<file path="config.mk">
export PLATFORM = sky130hd
export DESIGN_NAME = aes_key_expand
export DESIGN_NICKNAME = d
export VERILOG_FILES = /design/src/rtl/aes_pkg.sv /design/src/rtl/aes_sub_table.sv /design/src/rtl/aes_sub_word.sv /design/src/rtl/aes_key_expand.sv
export SDC_FILE = /design/constraint.sdc
export NUM_CORES = 2
export LEC_CHECK = 0
export BUFFER_PORTS_ARGS = -buffer_cell sky130_fd_sc_hd__buf_2
export CAP_MARGIN = 10
export CORE_ASPECT_RATIO = 0.5
export CORE_MARGIN = 5
export CORE_UTILIZATION = 50
export DETAILED_ROUTE_END_ITERATION = 6
export GPL_TIMING_DRIVEN = 0
export HOLD_SLACK_MARGIN = 0.02
export PLACE_DENSITY_LB_ADDON = 0.05
export SLEW_MARGIN = 20
export SYNTH_ARGS = -nofsm -noshare
export SYNTH_HDL_FRONTEND = slang
export SYNTH_SLANG_ARGS = --single-unit
</file>
<file path="constraint.sdc">
create_clock -name clk -period 21.9 [get_ports clk]
set_input_delay 2.19 -clock clk [delete_from_list [all_inputs] [get_ports clk]]
set_output_delay 2.19 -clock clk [all_outputs]
set_load 0.005 [all_outputs]
</file>
<file path="src/rtl/aes_pkg.sv">
`default_nettype none
// ============================================================================
//  Module      : aes_pkg
//  Description : Shared AES constants, types and GF(2^8) helper functions.
//                Used by the key-schedule engine and the S-box stage.
//                Contents:
//                  NK128/NK192/NK256  legal key lengths in 32-bit words
//                  nr_of(nk)          number of rounds for a key length
//                  xtime(x)           multiply by x in GF(2^8)
//                  sbox(x)            AES forward S-box, computed arithmetically
//                  word_t             32-bit schedule word
//  Revision    : 1.0  initial release
// ============================================================================
package aes_pkg;

  localparam int NK128 = 4;
  localparam int NK192 = 6;
  localparam int NK256 = 8;

  localparam int WORD_W = 32;
  typedef logic [WORD_W-1:0] word_t;

  localparam logic [7:0] RCON_INIT = 8'h01;

  typedef enum logic {
    ST_IDLE   = 1'b0,
    ST_EXPAND = 1'b1
  } ke_state_e;

  function automatic int nr_of(input int nk);
    return nk + 6;
  endfunction

  function automatic logic [7:0] xtime(input logic [7:0] x);
    return {x[6:0], 1'b0} ^ (x[7] ? 8'h1b : 8'h00);
  endfunction

  // Shift-and-add multiply in GF(2^8) modulo x^8+x^4+x^3+x+1.
  function automatic logic [7:0] gf_mul(input logic [7:0] a, input logic [7:0] b);
    logic [7:0] acc;
    logic [7:0] t;
    acc = 8'h00;
    t   = a;
    for (int k = 0; k < 8; k++) begin
      if (b[k]) acc = acc ^ t;
      t = xtime(t);
    end
    return acc;
  endfunction

  // Multiplicative inverse as x^254 = x^2 * x^4 * ... * x^128; maps 0 to 0.
  function automatic logic [7:0] gf_inv(input logic [7:0] x);
    logic [7:0] p;
    logic [7:0] r;
    p = x;
    r = 8'h01;
    for (int k = 1; k < 8; k++) begin
      p = gf_mul(p, p);
      r = gf_mul(r, p);
    end
    return r;
  endfunction

  // Inverse followed by the FIPS-197 affine transform.
  function automatic logic [7:0] sbox(input logic [7:0] x);
    logic [7:0] b;
    b = gf_inv(x);
    return b ^ {b[6:0], b[7]} ^ {b[5:0], b[7:6]} ^ {b[4:0], b[7:5]}
             ^ {b[3:0], b[7:4]} ^ 8'h63;
  endfunction

endpackage
`default_nettype wire

</file>
<file path="src/rtl/aes_sub_table.sv">
`default_nettype none
// ============================================================================
//  Module      : aes_sub_table
//  Description : Single-byte AES forward S-box (SubTable), purely
//                combinational. Shared by SubBytes and SubWord.
//  Ports       : in_byte  [7:0]  input byte
//                out_byte [7:0]  substituted byte
//  Revision    : 1.0  initial release
// ============================================================================
module aes_sub_table
  import aes_pkg::*;
(
  input  logic [7:0] in_byte,
  output logic [7:0] out_byte
);

  assign out_byte = sbox(in_byte);

endmodule
`default_nettype wire

</file>
<file path="src/rtl/aes_sub_word.sv">
`default_nettype none
// ============================================================================
//  Module      : aes_sub_word
//  Description : 32-bit combinational SubWord: four SubTable byte S-boxes
//                applied independently to each byte of the word.
//  Ports       : word_in  [31:0]  input word
//                word_out [31:0]  byte-wise substituted word
//  Revision    : 1.0  initial release
// ============================================================================
module aes_sub_word
  import aes_pkg::*;
(
  input  word_t word_in,
  output word_t word_out
);

  for (genvar g = 0; g < 4; g++) begin : g_byte
    aes_sub_table u_sub_table (
      .in_byte  (word_in[8*g +: 8]),
      .out_byte (word_out[8*g +: 8])
    );
  end

endmodule
`default_nettype wire

</file>
<file path="src/rtl/aes_key_expand.sv">
`default_nettype none
// ============================================================================
//  Module      : aes_key_expand
//  Description : Iterative AES key schedule. One 32-bit schedule word is
//                produced per cycle; every fourth word completes a 128-bit
//                round key that is offered on a valid/ready stream.
//                Build option KEY_EXP_ZEROIZE_EN: when defined, the word
//                buffer, collector, rk and rcon are cleared on the edge that
//                raises done, so no key material remains after expansion.
//  Ports       : clk        rising-edge clock
//                rst_n      asynchronous active-low reset
//                start      begin expansion (sampled only while idle)
//                key        cipher key, key[32*NK-1 -: 32] = w[0]
//                busy       expansion in progress
//                rk_valid   rk / rk_round valid
//                rk_ready   downstream accepts rk
//                rk         round key {w[4r], w[4r+1], w[4r+2], w[4r+3]}
//                rk_round   round index r, 0..NR
//                done       one-cycle pulse after the final handshake
//  Revision    : 1.0  initial release
// ============================================================================
module aes_key_expand
  import aes_pkg::*;
#(
  parameter int NK = 4
) (
  input  logic            clk,
  input  logic            rst_n,
  input  logic            start,
  input  logic [32*NK-1:0] key,
  output logic            busy,
  output logic            rk_valid,
  input  logic            rk_ready,
  output logic [127:0]    rk,
  output logic [3:0]      rk_round,
  output logic            done
);

  localparam int         NR      = nr_of(NK);
  localparam logic [3:0] NR_IDX  = 4'(NR);
  localparam logic [5:0] NK_W    = 6'(NK);
  localparam logic [2:0] PH_LAST = 3'(NK - 1);

  if (NK != NK128 && NK != NK192 && NK != NK256) begin : g_bad_nk
    $error("aes_key_expand: NK must be 4, 6 or 8");
  end

  // --------------------------------------------------------------------------
  // State
  // --------------------------------------------------------------------------
  ke_state_e               state_q,    state_d;
  logic [5:0]              i_q,        i_d;        // schedule word index
  logic [2:0]              ph_q,       ph_d;       // i mod NK
  logic [7:0]              rcon_q,     rcon_d;
  logic [NK-1:0][31:0]     buf_q,      buf_d;      // [0] = w[i-NK], [NK-1] = w[i-1]
  logic [95:0]             col_q,      col_d;      // last three words of the round
  logic [127:0]            rk_q,       rk_d;
  logic [3:0]              rk_round_q, rk_round_d;
  logic                    rk_valid_q, rk_valid_d;
  logic                    done_q,     done_d;

  // --------------------------------------------------------------------------
  // Word generation datapath
  // --------------------------------------------------------------------------
  word_t w_prev;
  word_t w_old;
  word_t sub_in;
  word_t sub_out;
  word_t new_word;
  logic  in_key;
  logic  rcon_word;

  assign w_prev    = buf_q[NK-1];
  assign w_old     = buf_q[0];
  assign in_key    = (i_q < NK_W);
  assign rcon_word = !in_key && (ph_q == 3'd0);
  // RotWord is applied ahead of SubWord only on rcon words.
  assign sub_in    = rcon_word ? {w_prev[23:0], w_prev[31:24]} : w_prev;

  aes_sub_word u_sub_word (
    .word_in  (sub_in),
    .word_out (sub_out)
  );

  always_comb begin
    // While i < NK the key words circulate through the buffer unchanged, so
    // after NK steps the buffer again holds w[0..NK-1] in order.
    new_word = w_old ^ w_prev;
    if (in_key) begin
      new_word = w_old;
    end else if (ph_q == 3'd0) begin
      new_word = w_old ^ sub_out ^ {rcon_q, 24'h0};
    end else if (NK == NK256 && ph_q == 3'd4) begin
      new_word = w_old ^ sub_out;
    end
  end

  // --------------------------------------------------------------------------
  // Control
  // --------------------------------------------------------------------------
  logic advance;
  logic final_pending;
  logic gen;
  logic handshake;
  logic final_hs;
  logic load_rk;

  assign advance       = (state_q == ST_EXPAND) && !(rk_valid_q && !rk_ready);
  // Once round NR has been loaded every word has been generated; only the
  // final handshake remains.
  assign final_pending = rk_valid_q && (rk_round_q == NR_IDX);
  assign gen           = advance && !final_pending;
  assign handshake     = rk_valid_q && rk_ready;
  assign final_hs      = (state_q == ST_EXPAND) && handshake && final_pending;
  assign load_rk       = gen && (i_q[1:0] == 2'b11);

  always_comb begin
    state_d    = state_q;
    i_d        = i_q;
    ph_d       = ph_q;
    rcon_d     = rcon_q;
    buf_d      = buf_q;
    col_d      = col_q;
    rk_d       = rk_q;
    rk_round_d = rk_round_q;
    rk_valid_d = rk_valid_q;
    done_d     = final_hs;

    case (state_q)
      ST_IDLE: begin
        if (start) begin
          state_d = ST_EXPAND;
          i_d     = 6'd0;
          ph_d    = 3'd0;
          rcon_d  = RCON_INIT;
          for (int k = 0; k < NK; k++) begin
            buf_d[k] = key[32*(NK-k)-1 -: 32];
          end
        end
      end
      ST_EXPAND: begin
        if (final_hs) begin
          state_d = ST_IDLE;
        end
      end
      default: state_d = ST_IDLE;
    endcase

    if (gen) begin
      i_d   = i_q + 6'd1;
      ph_d  = (ph_q == PH_LAST) ? 3'd0 : ph_q + 3'd1;
      buf_d = {new_word, buf_q[NK-1:1]};
      col_d = {col_q[63:0], new_word};
      if (rcon_word) begin
        rcon_d = xtime(rcon_q);
      end
    end

    if (load_rk) begin
      rk_d       = {col_q, new_word};
      rk_round_d = i_q[5:2];
      rk_valid_d = 1'b1;
    end else if (handshake) begin
      rk_valid_d = 1'b0;
    end

`ifdef KEY_EXP_ZEROIZE_EN
    if (final_hs) begin
      buf_d  = '0;
      col_d  = '0;
      rk_d   = '0;
      rcon_d = 8'h00;
    end
`endif
  end

  always_ff @(posedge clk or negedge rst_n) begin
    if (!rst_n) begin
      state_q    <= ST_IDLE;
      i_q        <= 6'd0;
      ph_q       <= 3'd0;
      rcon_q     <= 8'h00;
      buf_q      <= '0;
      col_q      <= '0;
      rk_q       <= '0;
      rk_round_q <= 4'd0;
      rk_valid_q <= 1'b0;
      done_q     <= 1'b0;
    end else begin
      state_q    <= state_d;
      i_q        <= i_d;
      ph_q       <= ph_d;
      rcon_q     <= rcon_d;
      buf_q      <= buf_d;
      col_q      <= col_d;
      rk_q       <= rk_d;
      rk_round_q <= rk_round_d;
      rk_valid_q <= rk_valid_d;
      done_q     <= done_d;
    end
  end

  assign busy     = (state_q == ST_EXPAND);
  assign rk_valid = rk_valid_q;
  assign rk       = rk_q;
  assign rk_round = rk_round_q;
  assign done     = done_q;

endmodule
`default_nettype wire

</file>
### After elaboration in Yosys (flattened, before gate mapping)

Cells that the tools add are included.

* word-level logic and storage cells: 1653
* output and inout port bits: 135
* register bits after elaboration: 376

* add/sub/neg operators: 2
* muxes and demuxes: 835
* magnitude comparators: 1
* bitwise gates (word level): 781
* reduce and logical (&&, ||, !) cells: 17
* equality and inequality tests: 4

Operators with widths (number)
* $mux W8: 424
* $xor A8 B8 Y8: 380
* $xor A8 B5 Y8: 365
* $mux W5: 369
* $mux W128: 3
* $mux W32: 3
* $xor A32 B32 Y32: 3
* $mux W6: 7
* $mux W7: 4
* $not A1 Y1 const A: 28
* $mux W3: 8
* $mux W4: 4
* $not A4 Y4: 4
* $logic_and A1 B1 Y1: 9
* $mux W1: 8
* $mux W2: 4
* $add A6 B1 Y6 const B: 1
* $lt A6 B3 Y1 const B: 1
* $eq A4 B4 Y1 const B: 1
* $logic_not A1 Y1: 4
* $reduce_bool A2 Y1: 2
* $add A3 B1 Y3 const B: 1
* $eq A3 B2 Y1 const B: 1
* $logic_not A3 Y1: 1
* 5 further kinds: 5

### Logic depth before layout (Yosys ltp)

* word-level depth: 141
* mapped depth: 81

### Cells and area by module

A second synthesis with hierarchy kept.

* cell total of the unflattened synthesis: 9253
* area, all modules: 76572.2 sq um

Modules (own cells, without submodules)
* aes_sub_table: cells an instance 1942, times used 4, area an instance 15220.8 sq um
* aes_key_expand: cells an instance 1485, times used 1, area an instance 15688.8 sq um

### Worst setup path before layout

OpenSTA, ideal clock, no wires.

* path type: reg2reg
* from: register ph_q[0]
* to: register col_q[25]
* path buffers: 17
* clock period less this slack: 17330 ps
* stages on the path, launching flop included: 78
* required time: 21773 ps
* data arrival time: 17203 ps
* library setup time: 127 ps
* setup slack: 4570 ps
* cell sequence: dfrtp_1 inv_1 ha_1 nand2b_1 buf_6 nor2_2 buf_6 buf_2 buf_6 mux2i_1 inv_1 ha_1 clkdlybuf4s18_1 clkbuf_1 nand2_1 xnor2_1 mux2i_1 xnor2_2 [42 not listed] buf_4 nor2_1 xnor2_1 xnor3_1 xnor2_1 xnor3_2 xnor2_1 xnor3_1 nor2_1 xnor2_1 xnor3_4 xnor3_1 xnor2_1 xnor3_1 xnor2_1 a211o_1 o211ai_1 nand2_1

* longest elaborated chain between the ends: 136
* elaborated cells between the ends (all ways): 397
* classes of those cells: 206 x mux; 189 x bitwise; 2 x reduce/logical

Ends and longest elaborated chain
* start, declared: RTL line aes_key_expand.sv:53 `logic [2:0] ph_q, ph_d;`
* start signal, assigned: RTL line aes_key_expand.sv:192 `ph_q <= ph_d;`
* $logic_not A3 Y1 *: RTL line aes_key_expand.sv:76, aes_key_expand.sv:91
* $logic_and A1 B1 Y1: RTL line aes_key_expand.sv:76 `assign rcon_word = !in_key && (ph_q == 3'd0);`
* $mux W32: RTL line aes_key_expand.sv:78 `assign sub_in = rcon_word ? {w_prev[23:0], w_prev[31:24]} : w_prev;`
* $mux W5 (tied with other cells): RTL line aes_pkg.sv:35 `return {x[6:0], 1'b0} ^ (x[7] ? 8'h1b : 8'h00);`
* $xor A8 B5 Y8 or $xor A8 B8 Y8 (tied branches): RTL line aes_pkg.sv:35, aes_pkg.sv:45
* $xor A8 B8 Y8 or $mux W8 (tied branches): RTL line aes_pkg.sv:45 `if (b[k]) acc = acc ^ t;`
* $mux W8 or $xor A8 B8 Y8 (tied branches): RTL line aes_pkg.sv:45
* $xor A8 B8 Y8 or $mux W8 (tied branches): RTL line aes_pkg.sv:45
* [117 not listed]
* $xor A8 B8 Y8: RTL line aes_pkg.sv:45
* $mux W8: RTL line aes_pkg.sv:45
* $xor A8 B8 Y8 (3 in a row): RTL line aes_pkg.sv:68 `return b ^ {b[6:0], b[7]} ^ {b[5:0], b[7:6]} ^ {b[4:0], b[7:5]}`
* $xor A8 B8 Y8: RTL line aes_pkg.sv:69 `^ {b[3:0], b[7:4]} ^ 8'h63;`
* $not A4 Y4 (no line)
* $xor A32 B32 Y32 (2 in a row): RTL line aes_key_expand.sv:92 `new_word = w_old ^ sub_out ^ {rcon_q, 24'h0};`
* $mux W32 *: RTL line aes_key_expand.sv:91 `end else if (ph_q == 3'd0) begin`
* $mux W32 *: RTL line aes_key_expand.sv:89 `if (in_key) begin`
* end signal, assigned: RTL line aes_key_expand.sv:195 `col_q <= col_d;`
* end, declared: RTL line aes_key_expand.sv:56 `logic [95:0] col_q, col_d;`

Every way passes the cells marked *; elsewhere a longest branch is shown, timed or not.
A chain may end at the register's enable or synchronous reset.

### Final worst setup path

* from: register ph_q[0]
* to: register buf_q (netlist bit w_prev[22])

* longest elaborated chain between the ends: 137
* elaborated cells between the ends (all ways): 398
* classes of those cells: 207 x mux; 189 x bitwise; 2 x reduce/logical

Ends and longest elaborated chain
* $logic_not A3 Y1 *: RTL line aes_key_expand.sv:76, aes_key_expand.sv:91
* $logic_and A1 B1 Y1: RTL line aes_key_expand.sv:76
* $mux W32: RTL line aes_key_expand.sv:78
* $mux W5: RTL line aes_pkg.sv:35
* $xor A8 B5 Y8: RTL line aes_pkg.sv:35
* $xor A8 B8 Y8: RTL line aes_pkg.sv:45
* $mux W8: RTL line aes_pkg.sv:45
* $xor A8 B8 Y8: RTL line aes_pkg.sv:45
* [118 not listed]
* $mux W8: RTL line aes_pkg.sv:45
* $xor A8 B8 Y8 (3 in a row): RTL line aes_pkg.sv:68
* $xor A8 B8 Y8: RTL line aes_pkg.sv:69
* $not A4 Y4 (no line)
* $xor A32 B32 Y32 (2 in a row): RTL line aes_key_expand.sv:92
* $mux W32 *: RTL line aes_key_expand.sv:91
* $mux W32 *: RTL line aes_key_expand.sv:89
* $mux W128 *: RTL line aes_key_expand.sv:149 `if (gen) begin`
* end signal, assigned: RTL line aes_key_expand.sv:194 `buf_q <= buf_d;`
* end, declared: RTL line aes_key_expand.sv:55 `logic [NK-1:0][31:0] buf_q, buf_d;`

Marks and branches as above.

==> qor.csv <==
metric,value,unit
post-route-drc-count,0,
die_y,286,um
cts_buffers,42,
setup_viol,0,
grt_pass1_wl,411000,um
arrival,21.59,ns
r2r-start,ph_q[0],
first_pass_iters,6,
max_stage_delay,0.74,ns
port_buffers,266,
reg2reg_slack,0.80,ns
worstReg2RegEnd,w_prev[22],
ant_nets,0,
clk_path_buf_depth,3,
max_freq,0.0474,GHz
startpoint_type,register,
grt_overflow,0,
die_w,561,um
cts_root_buf,clkbuf_16,
finalCriticalPeriod,21.10,ns
crit_top_cell,xnor2_1,
cp-startpoint,ph_q[0],
grt_start_max_net_pins,92,
synth-simple-area-share,0.200,
cts_sinks,376,
rsz0062_at_grt,true,
antenna_found_initial,37,
synth_compound_area_frac,0.169,
syn_avg_cell_area,7.96,um2
ys_types,147,
syn_nets,9687,
via_per_inst,6.00,
hold_start,col_q[93],
final_util,0.543,
routed_wl,269000,um
clock_latency,0.60,ns
skew,0.0561,ns
async_flop_share,1.00,
synth-seq-cells,376,
synth_xor_area_frac,0.398,
ctsHoldBuffers,0,
worst_slack,0.801,ns
first_iter_violations,7569,
final_nets,10000,
hold_viol,0,
worst_pin_slew,1.25,ns
critPathSlowestCell,xnor3_1,
endpoint_kind,register,
vias,71500,
start_util,0.502,
reg2regPathDepth,68,
crit_type,register to register,
synth_ff_type,dfrtp_1,
die-area,160000,um2
dp_hpwl,208000,um
post-place-ws,-0.283,ns
ys_top_cells_by_area,"xnor2_1 (18%), dfrtp_1 (12%), xnor3_1 (10%)",
drive_gt1_frac,0.122,
final_cell_mix,"xnor2_1 (1482), nand2_1 (1297), nor2_1 (1201)",
placementRows,101,
pin_count,267,
globalplace.congestion,0.979,
layout_commonest_cell,xnor2_1,
min_period_over_period,0.963,
ys_seq_area_frac,0.124,
final-max-slew-violation-count,0,
slew_headroom,0.164,
cts.clk_slew.worst_paths,0.06,ns
cts-htree-levels,2,
critical_path.max_fanout,10,
synth_top_family_by_area,XOR/XNOR gates,
yosysWarnings,0,
grt_pass1_vias,66600,
cp-endpoint,w_prev[22],
core_area,151000,um2
cts_tree,built,
grt_usage,0.320,
syn2layout_area_growth,8.12,%
synth_area_leader_cell,xnor2_1,
crit_required,22.39,ns
cap_violations,0,
status,"complete, no violations",
synth_edf_count,0,
wl_per_cell,22.6,um
synth.area.mux_share,0.0549,
hold_path.class,register to register,
synth.cell_area,75900,um2
yosysTopAreaCellShare,0.176,
syn_inst,9533,
synthAdderAreaFrac,0.00402,
## stage by stage
| stage | hold slack, ns | setup TNS (ns) | instance area (um2) | cells |
|---|---|---|---|---|
| after detailed placement | 0.462 | -2.68 | 79900 | 11800 |
| after CTS | 0.477 | 0 | 81500 | 11900 |
| final | 0.476 | 0 | 82100 | 11900 |
| after global placement | 0.456 | -15.01 | 79800 | 11800 |
| after global routing | 0.494 | -0.110 | 82100 | 11900 |
| after floorplan | 0.442 | 0 | 75900 | 9533 |
## worst max-delay path, delay by kind of cell (launching register included)
kind | cells | cell delay [ns]
AOI/OAI and AO/OA | 9 | 2.56
xor gates and xnor gates | 29 | 10.68
adders and majority gates | 3 | 0.83
buffers and inverters | 15 | 4.08
DFF | 1 | 0.41
muxes | 1 | 0.12
and+or+nand+nor | 11 | 2.23
## final cells by class
cell class / instances / area (um2)
Antenna cell: 27 / 67.6
Sequential cell: 376 / 9410
Clock inverter: 19 / 395
Inverter: 104 / 390
Tap cell: 2008 / 2510
Buffer: 668 / 3470
Timing Repair Buffer: 279 / 1530
Fill cell: 14700 / 69200
Multi-Input combinational cell: 8384 / 63100
Clock buffer: 57 / 1190
## logic make-up (layout without fill, tap and decap cells)
logic type | after synthesis | after routing
adder cells (fa/ha/maj) | 25 | 25
multiplexers | 390 | 390
AO/OA/AOI/OAI | 1949 | 1949
XOR/XNOR | 2562 | 2562
buffers and inverters | 773 | 1127
flip-flops | 376 | 376
other | 0 | 27
AND/OR/NAND/NOR | 3458 | 3458
## synthesized netlist by cell type, types with 73 or more instances
master and number:
a211oi_1 94, a21oi_1 462, a22oi_1 158, buf_2 135
clkbuf_1 381, dfrtp_1 376, inv_1 81, mux2_2 145
mux2i_1 234, nand2_1 1297, nand2b_1 73, nand3_1 218
nor2_1 1202, nor2b_1 78, nor3_1 211, o21ai_0 413
o22ai_1 113, xnor2_1 1524, xnor2_2 108, xnor3_1 343
xor2_1 432
## state kept, by name, summed over array words and instances, names as in the netlist, 4 cells and up
register,cells
rk,128
col_q,96
buf_q,64
w_old,32
w_prev,32
rcon_q,8
i_q,6
rk_round,4
## timing repair
action,4_1_cts,5_1_grt
gates resized for setup,5,66
setup buffers,0,9
hold endpoints to repair,0,0
pin swaps,0,6
endpoints found under the setup margin,32,96
## per-layer routing
layer / track usage / routed length (um) / up-vias
met3: 0.0371 / 19100 / 487
met5: 0 / 34 / -
met1: 0.444 / 118000 / 34500
li1: - / - / 33600
met4: 0.117 / 11000 / 4
met2: 0.514 / 122000 / 2971
## worst min path at each step
| stage | endpoint | slack (ns) | depth (start not counted) |
|---|---|---|---|
| final | col_q[93] | 0.48 | 2 |
| after global routing | buf_q[54] | 0.49 | 2 |
| after CTS | col_q[79] | 0.48 | 2 |
| after detailed placement | col_q[79] | 0.46 | 2 |
| after global placement | rk[23] | 0.46 | 1 |
| after floorplan | col_q[64] | 0.44 | 2 |
Power is not shown: default switching activity piles up to over one toggle a cycle in this logic, so the estimate is an artifact.
